## config.mk

```make
export PLATFORM = sky130hd
export DESIGN_NAME = sub6_serial
export DESIGN_NICKNAME = d
export VERILOG_FILES = /design/src/rtl/arith_pkg.sv /design/src/rtl/fsub1.sv /design/src/rtl/sub6_serial.sv
export SDC_FILE = /design/constraint.sdc
export NUM_CORES = 1
export LEC_CHECK = 0
export CORE_ASPECT_RATIO = 1.2
export CORE_UTILIZATION = 45
export CTS_BUF_LIST = sky130_fd_sc_hd__clkbuf_4 sky130_fd_sc_hd__clkbuf_8
export DETAILED_ROUTE_END_ITERATION = 6
export PLACE_DENSITY = 0.72
export SETUP_SLACK_MARGIN = 0.4
export SLEW_MARGIN = 10
export SYNTH_ARGS = -nofsm -noshare
export SYNTH_HDL_FRONTEND = slang
export SYNTH_SLANG_ARGS = --single-unit
```

## constraint.sdc

```tcl
create_clock -name clk -period 2.9 [get_ports clk]
set_input_delay 0.435 -clock clk [delete_from_list [all_inputs] [get_ports clk]]
set_output_delay 0.435 -clock clk [all_outputs]
set_load 0.02 [all_outputs]
```

## src/rtl/arith_pkg.sv

```systemverilog
// ----------------------------------------------------------------------------
// Module : arith_pkg
// Shared types and constants for the serial arithmetic block set.
// Rev    : 1.0 - initial release
// ----------------------------------------------------------------------------
`default_nettype none

package arith_pkg;

    localparam int DEFAULT_WIDTH = 6;
    localparam int DEFAULT_CNT_W = $clog2(DEFAULT_WIDTH + 1);

    typedef enum logic [1:0] {
        ST_IDLE = 2'd0,
        ST_RUN  = 2'd1,
        ST_DONE = 2'd2
    } state_t;

    function automatic int cnt_width(input int w);
        return $clog2(w + 1);
    endfunction

endpackage

`default_nettype wire

```

## src/rtl/fsub1.sv

```systemverilog
// ----------------------------------------------------------------------------
// Module : fsub1
// Combinational 1-bit full subtractor: d = s - b - bin, with borrow out.
// Rev    : 1.0 - initial release
// ----------------------------------------------------------------------------
`default_nettype none

module fsub1 (
    input  logic s,
    input  logic b,
    input  logic bin,
    output logic d,
    output logic bout
);

    assign d    = s ^ b ^ bin;
    assign bout = (~s & b) | (~(s ^ b) & bin);

endmodule

`default_nettype wire

```

## src/rtl/sub6_serial.sv

```systemverilog
// ----------------------------------------------------------------------------
// Module : sub6_serial
// Bit-serial subtractor recovering a = sum - b, LSB first, with a
// start/busy/done handshake.
// Rev    : 1.0 - initial release
// ----------------------------------------------------------------------------
`default_nettype none

module sub6_serial
    import arith_pkg::*;
#(
    parameter int WIDTH = DEFAULT_WIDTH
) (
    input  logic             clk,
    input  logic             rst,
    input  logic             start,
    input  logic [WIDTH:0]   sum,
    input  logic [WIDTH-1:0] b,
    output logic             busy,
    output logic             done,
    output logic [WIDTH-1:0] a,
    output logic             borrow,
    output logic             range_err
);

    localparam int CNT_W = cnt_width(WIDTH);
    localparam logic [CNT_W-1:0] C_LAST = CNT_W'(WIDTH);

    state_t           state_q, state_d;
    logic [WIDTH:0]   sum_q, sum_d;
    logic [WIDTH:0]   b_q, b_d;
    logic [WIDTH:0]   res_q, res_d;
    logic             br_q, br_d;
    logic [CNT_W-1:0] cnt_q, cnt_d;
    logic [WIDTH-1:0] a_q, a_d;
    logic             borrow_q, borrow_d;
    logic             rerr_q, rerr_d;

    logic w_d;
    logic w_bout;

    fsub1 u_fsub1 (
        .s    (sum_q[0]),
        .b    (b_q[0]),
        .bin  (br_q),
        .d    (w_d),
        .bout (w_bout)
    );

    always_comb begin
        state_d  = state_q;
        sum_d    = sum_q;
        b_d      = b_q;
        res_d    = res_q;
        br_d     = br_q;
        cnt_d    = cnt_q;
        a_d      = a_q;
        borrow_d = borrow_q;
        rerr_d   = rerr_q;

        case (state_q)
            ST_IDLE: begin
                if (start) begin
                    sum_d   = sum;
                    b_d     = {1'b0, b};
                    res_d   = '0;
                    br_d    = 1'b0;
                    cnt_d   = '0;
                    state_d = ST_RUN;
                end
            end
            ST_RUN: begin
                // Operands drain from bit 0; the difference fills in from the MSB end.
                sum_d = sum_q >> 1;
                b_d   = b_q >> 1;
                res_d = {w_d, res_q[WIDTH:1]};
                br_d  = w_bout;
                cnt_d = cnt_q + CNT_W'(1);
                if (cnt_q == C_LAST) begin
                    a_d      = res_d[WIDTH-1:0];
                    borrow_d = w_bout;
                    rerr_d   = w_bout | res_d[WIDTH];
                    state_d  = ST_DONE;
                end
            end
            ST_DONE: begin
                state_d = ST_IDLE;
            end
            default: begin
                state_d = ST_IDLE;
            end
        endcase
    end

    always_ff @(posedge clk) begin
        if (rst) begin
            state_q  <= ST_IDLE;
            sum_q    <= '0;
            b_q      <= '0;
            res_q    <= '0;
            br_q     <= 1'b0;
            cnt_q    <= '0;
            a_q      <= '0;
            borrow_q <= 1'b0;
            rerr_q   <= 1'b0;
        end else begin
            state_q  <= state_d;
            sum_q    <= sum_d;
            b_q      <= b_d;
            res_q    <= res_d;
            br_q     <= br_d;
            cnt_q    <= cnt_d;
            a_q      <= a_d;
            borrow_q <= borrow_d;
            rerr_q   <= rerr_d;
        end
    end

    assign busy      = (state_q != ST_IDLE);
    assign done      = (state_q == ST_DONE);
    assign a         = a_q;
    assign borrow    = borrow_q;
    assign range_err = rerr_q;

endmodule

`default_nettype wire

```

; Yosys cells after proc, flatten, opt, wreduce, memory -nomap -nowiden
; Cells that the tools add are included.
; Widths: inputs -> output; s select.
[classes]
add_sub_neg = 1
n_eq_ne = 5
n_mux = 13
n_bitwise = 8
n_reduce_logical = 6
[ops]
columns = operator, count
row1 = $pmux 7 s2, 3
row2 = $mux 7, 3
row3 = $pmux 3 s2, 1
row4 = $reduce_and 2->1, 3
row5 = $mux 2, 2
row6 = $ne 2x2->1 const B, 2
row7 = $pmux 2 s2, 1
row8 = $reduce_bool 2->1, 2
row9 = $add 3x1->3 const B, 1
row10 = $eq 3x3->1 const B, 1
row11 = $mux 3, 1
row12 = $and 1x1->1, 2
row13 = $eq 2x1->1 const B, 1
row14 = $eq 2x2->1 const B, 1
row15 = $logic_not 2->1, 1
row16 = $not 1->1, 2
row17 = $or 1x1->1, 2
row18 = $pmux 1 s2, 1
row19 = $xor 1x1->1, 2
row20 = $mux 1, 1
[word_totals]
regBits = 35
inputBits = 16
output_inout_bits = 10
elab_cells = 42

; Longest topological paths before layout
[depth]
depth_word = 5
ltp_mapped = 6
ltp_nobuf = 5

; Modules after synthesis
; A second synthesis with hierarchy kept.
[hier_totals]
hier_cells = 153
hier_area_um2 = 1358.8
[modules_own_cells]
columns = mod, instances, cells_each, area_each_um2, seq_area_each_um2
row1 = sub6_serial, 1, 149, 1327.5, 660.6
row2 = fsub1, 1, 4, 31.3, 0.0

; Least setup slack after synthesis
; Ideal clock, no wire load.
[synth_timing]
kind = input port to flip-flop
from = input port start
to = register sum_q[3]
setup_ns = 0.117
t_arrival_ns = 1.235
required_time_ns = 2.783
slack_ns = 1.549
stages = 6
path_buffers = 3
cell_sequence = buf_2 -> o21bai_4 -> nor2b_4 -> buf_6 -> buf_6 -> a22o_1
[synth_between]
elab_chain_len = 2
[synth_lines]
columns = element, line_no
row1 = start: declaration, sub6_serial.sv:16  ; input logic start,
row2 = $ne 2x2->1 (no source line), n/a
row3 = $reduce_and 2->1 (no source line), n/a
row4 = end signal: assignment, sub6_serial.sv:108  ; sum_q <= sum_d;
row5 = end: declaration, sub6_serial.sv:30  ; logic [WIDTH:0] sum_q, sum_d;
; No other way between the ends.
; A chain may end at the register's enable or synchronous reset.

; Worst setup path in the final report
[layout_timing]
from = register state_q[0]
to = output port busy
[layout_between]
elab_chain_len = 1
[layout_lines]
columns = element, line_no
row1 = start: declaration, sub6_serial.sv:29  ; state_t state_q, state_d;
row2 = start signal: assignment, sub6_serial.sv:107  ; state_q <= state_d;
row3 = $reduce_bool 2->1, sub6_serial.sv:119  ; assign busy = (state_q != ST_IDLE);
row4 = end: declaration, sub6_serial.sv:19  ; output logic busy,
; No other way between the ends.

==> results summary <==
The flow ran to the end, and the final reports show no timing, DRC or antenna violations. The top-area cell type share of the netlist area is 0.4826. The final net count is 193. The arrival time at the worst endpoint came out at 1.60 ns. The number of different library cells used by synthesis comes to 28.

The final RePlAce weighted congestion is 0.7862. The highest ir drop seen on vdd came out at slightly below 0.3 mV. Each instance of the synthesized netlist takes up on average around 9.1 um^2.

The overall routing resource usage is 0.1905. The post-synthesis sequential area ratio is 0.4826. The number of antenna violations at the first check in global routing is 0. The clock slew at the register clock pins of the worst setup and hold paths is ~0.1 ns. Counting flops and latches in the post-synthesis netlist gives 33.

The worst clock skew came out at between 0.006 and 0.007 ns. The most common library cell in the layout ignoring fill and taps is sky130_fd_sc_hd__nand2_1. STA classifies the critical path startpoint as a flip-flop. The initial utilization of the core area, before any placement, comes to 0.4824. The slowest stage of the critical path is the sky130_fd_sc_hd__clkdlybuf4s50_1 cell. Sorting the synthesized cells by area gives the leading types as sky130_fd_sc_hd__dfxtp_1 (48%), sky130_fd_sc_hd__a22o_1 (11%), sky130_fd_sc_hd__nand2_1 (10%), sky130_fd_sc_hd__o21ai_0 (4.4%), sky130_fd_sc_hd__a21oi_1 (2.9%). Cell internal power was estimated by the tool at 652.1 uW. In the layout the commonest cells are sky130_fd_sc_hd__nand2_1 (38), sky130_fd_sc_hd__dfxtp_1 (33), sky130_fd_sc_hd__clkdlybuf4s50_1 (25). The final max-slew violation count came out at 0.

In the routed layout, each cell is associated on average with a via count of 5.388. The wire length of the first global-routing pass is between 4000 and 5000 um. The number of sinks handled by clock tree synthesis came out at 33. The number of buffers added by the clock tree synthesis step came out at 5. The net count after synthesis is between 150 and 200. The leakage component of the power is about 0.00065 uW. The post-synthesis instance area came out at ~1400 um^2.

The maximum number of pins on one net before global-route repair came out at 27. In the routed design, unresolved DRC markers number 0. The sequential share of power is 0.557. The largest buffer count on any clock path is 2. The half-perimeter wire length of the detailed placement result came out at between 1500 and 2000 um. The number of global-route vias before repair is roughly 1000. The remaining global-route overflow came out at 0. The floorplan has 21 rows. The max-cap violation count came out at 0. The count of flip-flops with a built-in enable after synthesis came out at 0. The area growth from synthesis to final layout came out at 23.13%.

The total number of vias came out at approximately 1100. The switching power summed over all nets is 207.5 uW. The antenna cell count is 0. The proportion of layout cells with a drive suffix above 1 is 0.07429.

The relative max-transition margin is 0.6085. Measured along the y axis, the die boundary spans about 62 um. The floorplan core area came out at roughly 2800 um^2.

Pin placement for this block handled 26 I/O pins. Traced cell by cell, the critical path runs through nor2_1 > inv_1 > clkdlybuf4s50_1. The final total negative setup slack is 0 ns. The clock period minus final worst setup slack came out at roughly 2.0 ns. The power density of the placed cells is 510.0 nW/um^2. The part of the power in combinational logic is 0.101. The routed wire length is about 2700 um. Of all cell types, the one taking the most synthesized area is sky130_fd_sc_hd__dfxtp_1.

The die is roughly 52 um wide. Fill cells in the final layout number between 200 and 300. The initial detailed-routing violation count came out at 21. The cell at the root of the clock tree is sky130_fd_sc_hd__clkbuf_4.

Setup repair after global routing left no endpoint under its margin. The most used flip-flop cell after synthesis is sky130_fd_sc_hd__dfxtp_1. The H-tree level count is 2.

Across all hold checks on the routed design, the worst slack comes to 0.4612 ns. The delay contributed by the slowest stage of the critical path is 0.59 ns. The share of flip-flops with an asynchronous set or reset came out at 0. After detailed routing, the average wire length per cell comes to ~13 um.

The worst setup path is of the flip-flop to primary output kind. The switching power share of the total is 0.2414. The count of hold buffers inserted by post-cts repair came out at 0. The synthesis warning total came out at 0. Post-CTS timing repair inserted 0 buffers for setup. The gate count after technology mapping is 150.

The iteration count of the initial detailed-routing pass came out at 4. The hold violation total from the final report came out at 0. The largest fanout on the critical path came out at 7. In this run the remaining antenna-violating nets after routing total 0. For the pin with the worst max-slew slack, the measured transition is roughly 0.6 ns. The number of gates resized after cts came out at 0.

At the later pin of the worst-skew pair, clock insertion delay measures 0.33 ns. TritonCTS built the clock tree. The fmax came out at 0.4907 GHz. STA classifies the critical path endpoint as a primary output. The proportion of power drawn by the clock network is 0.343. Setup violations remaining at the end of the flow were counted as 0. The portion of the clock cycle consumed by the worst path in the final layout is 0.7027. The class of the tightest hold or removal check is flip-flop to flip-flop. The total die area is between 3000 and 4000 um^2. The data required time at the worst endpoint is 2.47 ns. The total of buffers placed on input and output ports came out at 25.
==> cell families (layout without fill, tap and decap cells) <==
group / Yosys count / count (layout) / share of synthesized area
simple gates: 56 / 56 / 0.1938
compound gates: 44 / 44 / 0.2304
flops: 33 / 33 / 0.4826
buf+inv: 13 / 38 / 0.05302
fa+ha+maj: 3 / 3 / 0.03290
mux: 1 / 1 / 0.007313
==> layout make-up <==
cell class | count | area (um^2) | area share
tap | 34 | 42.54 | 0.02524
multi-input combinational | 104 | 635.6 | 0.3771
timing repair buffer | 27 | 265.3 | 0.1574
clock buffer | 7 | 65.06 | 0.03860
clock inverter | 1 | 5.005 | 0.002970
sequential | 33 | 660.6 | 0.3920
inverter | 3 | 11.26 | 0.006682
==> worst paths after layout <==
check             slack [ns]     end        from  cells after the start
setup reg to reg        1.32  b_q[2]  state_q[0]                      4
hold / removal          0.46    a[3]        a[3]                      2
hold reg to reg         0.46    a[3]        a[3]                      2
setup / recovery        0.86    busy  state_q[0]                      3
==> through the flow <==
step | utilization | instances | worst slack (ns) | power, uW | area (um^2)
3_3_place_gp | 0.5692 | 201 | 0.8309 | 571.2 | 1615
3_5_place_dp | 0.5692 | 201 | 0.7419 | 575.1 | 1615
5_1_grt | 0.5939 | 209 | 0.7760 | 897.6 | 1685
6_report | 0.5939 | 209 | 0.8622 | 859.6 | 1685
2_1_floorplan | - | 150 | 1.549 | 541.8 | 1369
4_1_cts | 0.5939 | 209 | 0.8513 | 864.8 | 1685
==> cell usage after synthesis, types with 2 or more instances <==
master / n
sky130_fd_sc_hd__nand2_1: 38
sky130_fd_sc_hd__dfxtp_1: 33
sky130_fd_sc_hd__a22o_1: 17
sky130_fd_sc_hd__o21ai_0: 12
sky130_fd_sc_hd__a21oi_1: 8
sky130_fd_sc_hd__nor2_1: 6
sky130_fd_sc_hd__buf_2: 4
sky130_fd_sc_hd__clkbuf_1: 3
sky130_fd_sc_hd__inv_1: 3
sky130_fd_sc_hd__a31oi_1: 2
sky130_fd_sc_hd__a32oi_1: 2
sky130_fd_sc_hd__and2b_1: 2
sky130_fd_sc_hd__buf_6: 2
sky130_fd_sc_hd__ha_1: 2
sky130_fd_sc_hd__nand3b_1: 2
sky130_fd_sc_hd__o2bb2ai_1: 2
==> per-layer routing <==
layer | share of wire | vias up | wire [um] | GRT usage
li1 | - | 571 | - | -
met1 | 0.44 | 518 | 1183 | 0.2239
met2 | 0.49 | 31 | 1335 | 0.3038
met3 | 0.055 | 6 | 149 | 0.06569
met4 | 0.015 | 0 | 42 | 0.08553
met5 | 0 | - | 0 | 0
==> registers in the layout, indices dropped and copies added, names as in the netlist <==
signal	flops
a	6
b_q	6
borrow	1
br_q	1
cnt_q	3
range_err	1
res_q	6
state_q	2
sum_q	7
==> power groups by stage <==
stage	registers, uW	clock network [uW]	logic (uW)
after floorplan	486	0	56.2
after global placement	488	0	83.0
after detailed placement	488	0	86.8
after CTS	479	299	86.9
after global routing	480	321	96.1
final	478	295	86.6
==> critical path, delay by kind of cell (launching register included) <==
| family | cells | cell delay [ns] |
|---|---|---|
| simple gates | 1 | 0.12 |
| buf+inv | 2 | 0.66 |
| flops | 1 | 0.48 |
Power figures use the tool's default switching activity.
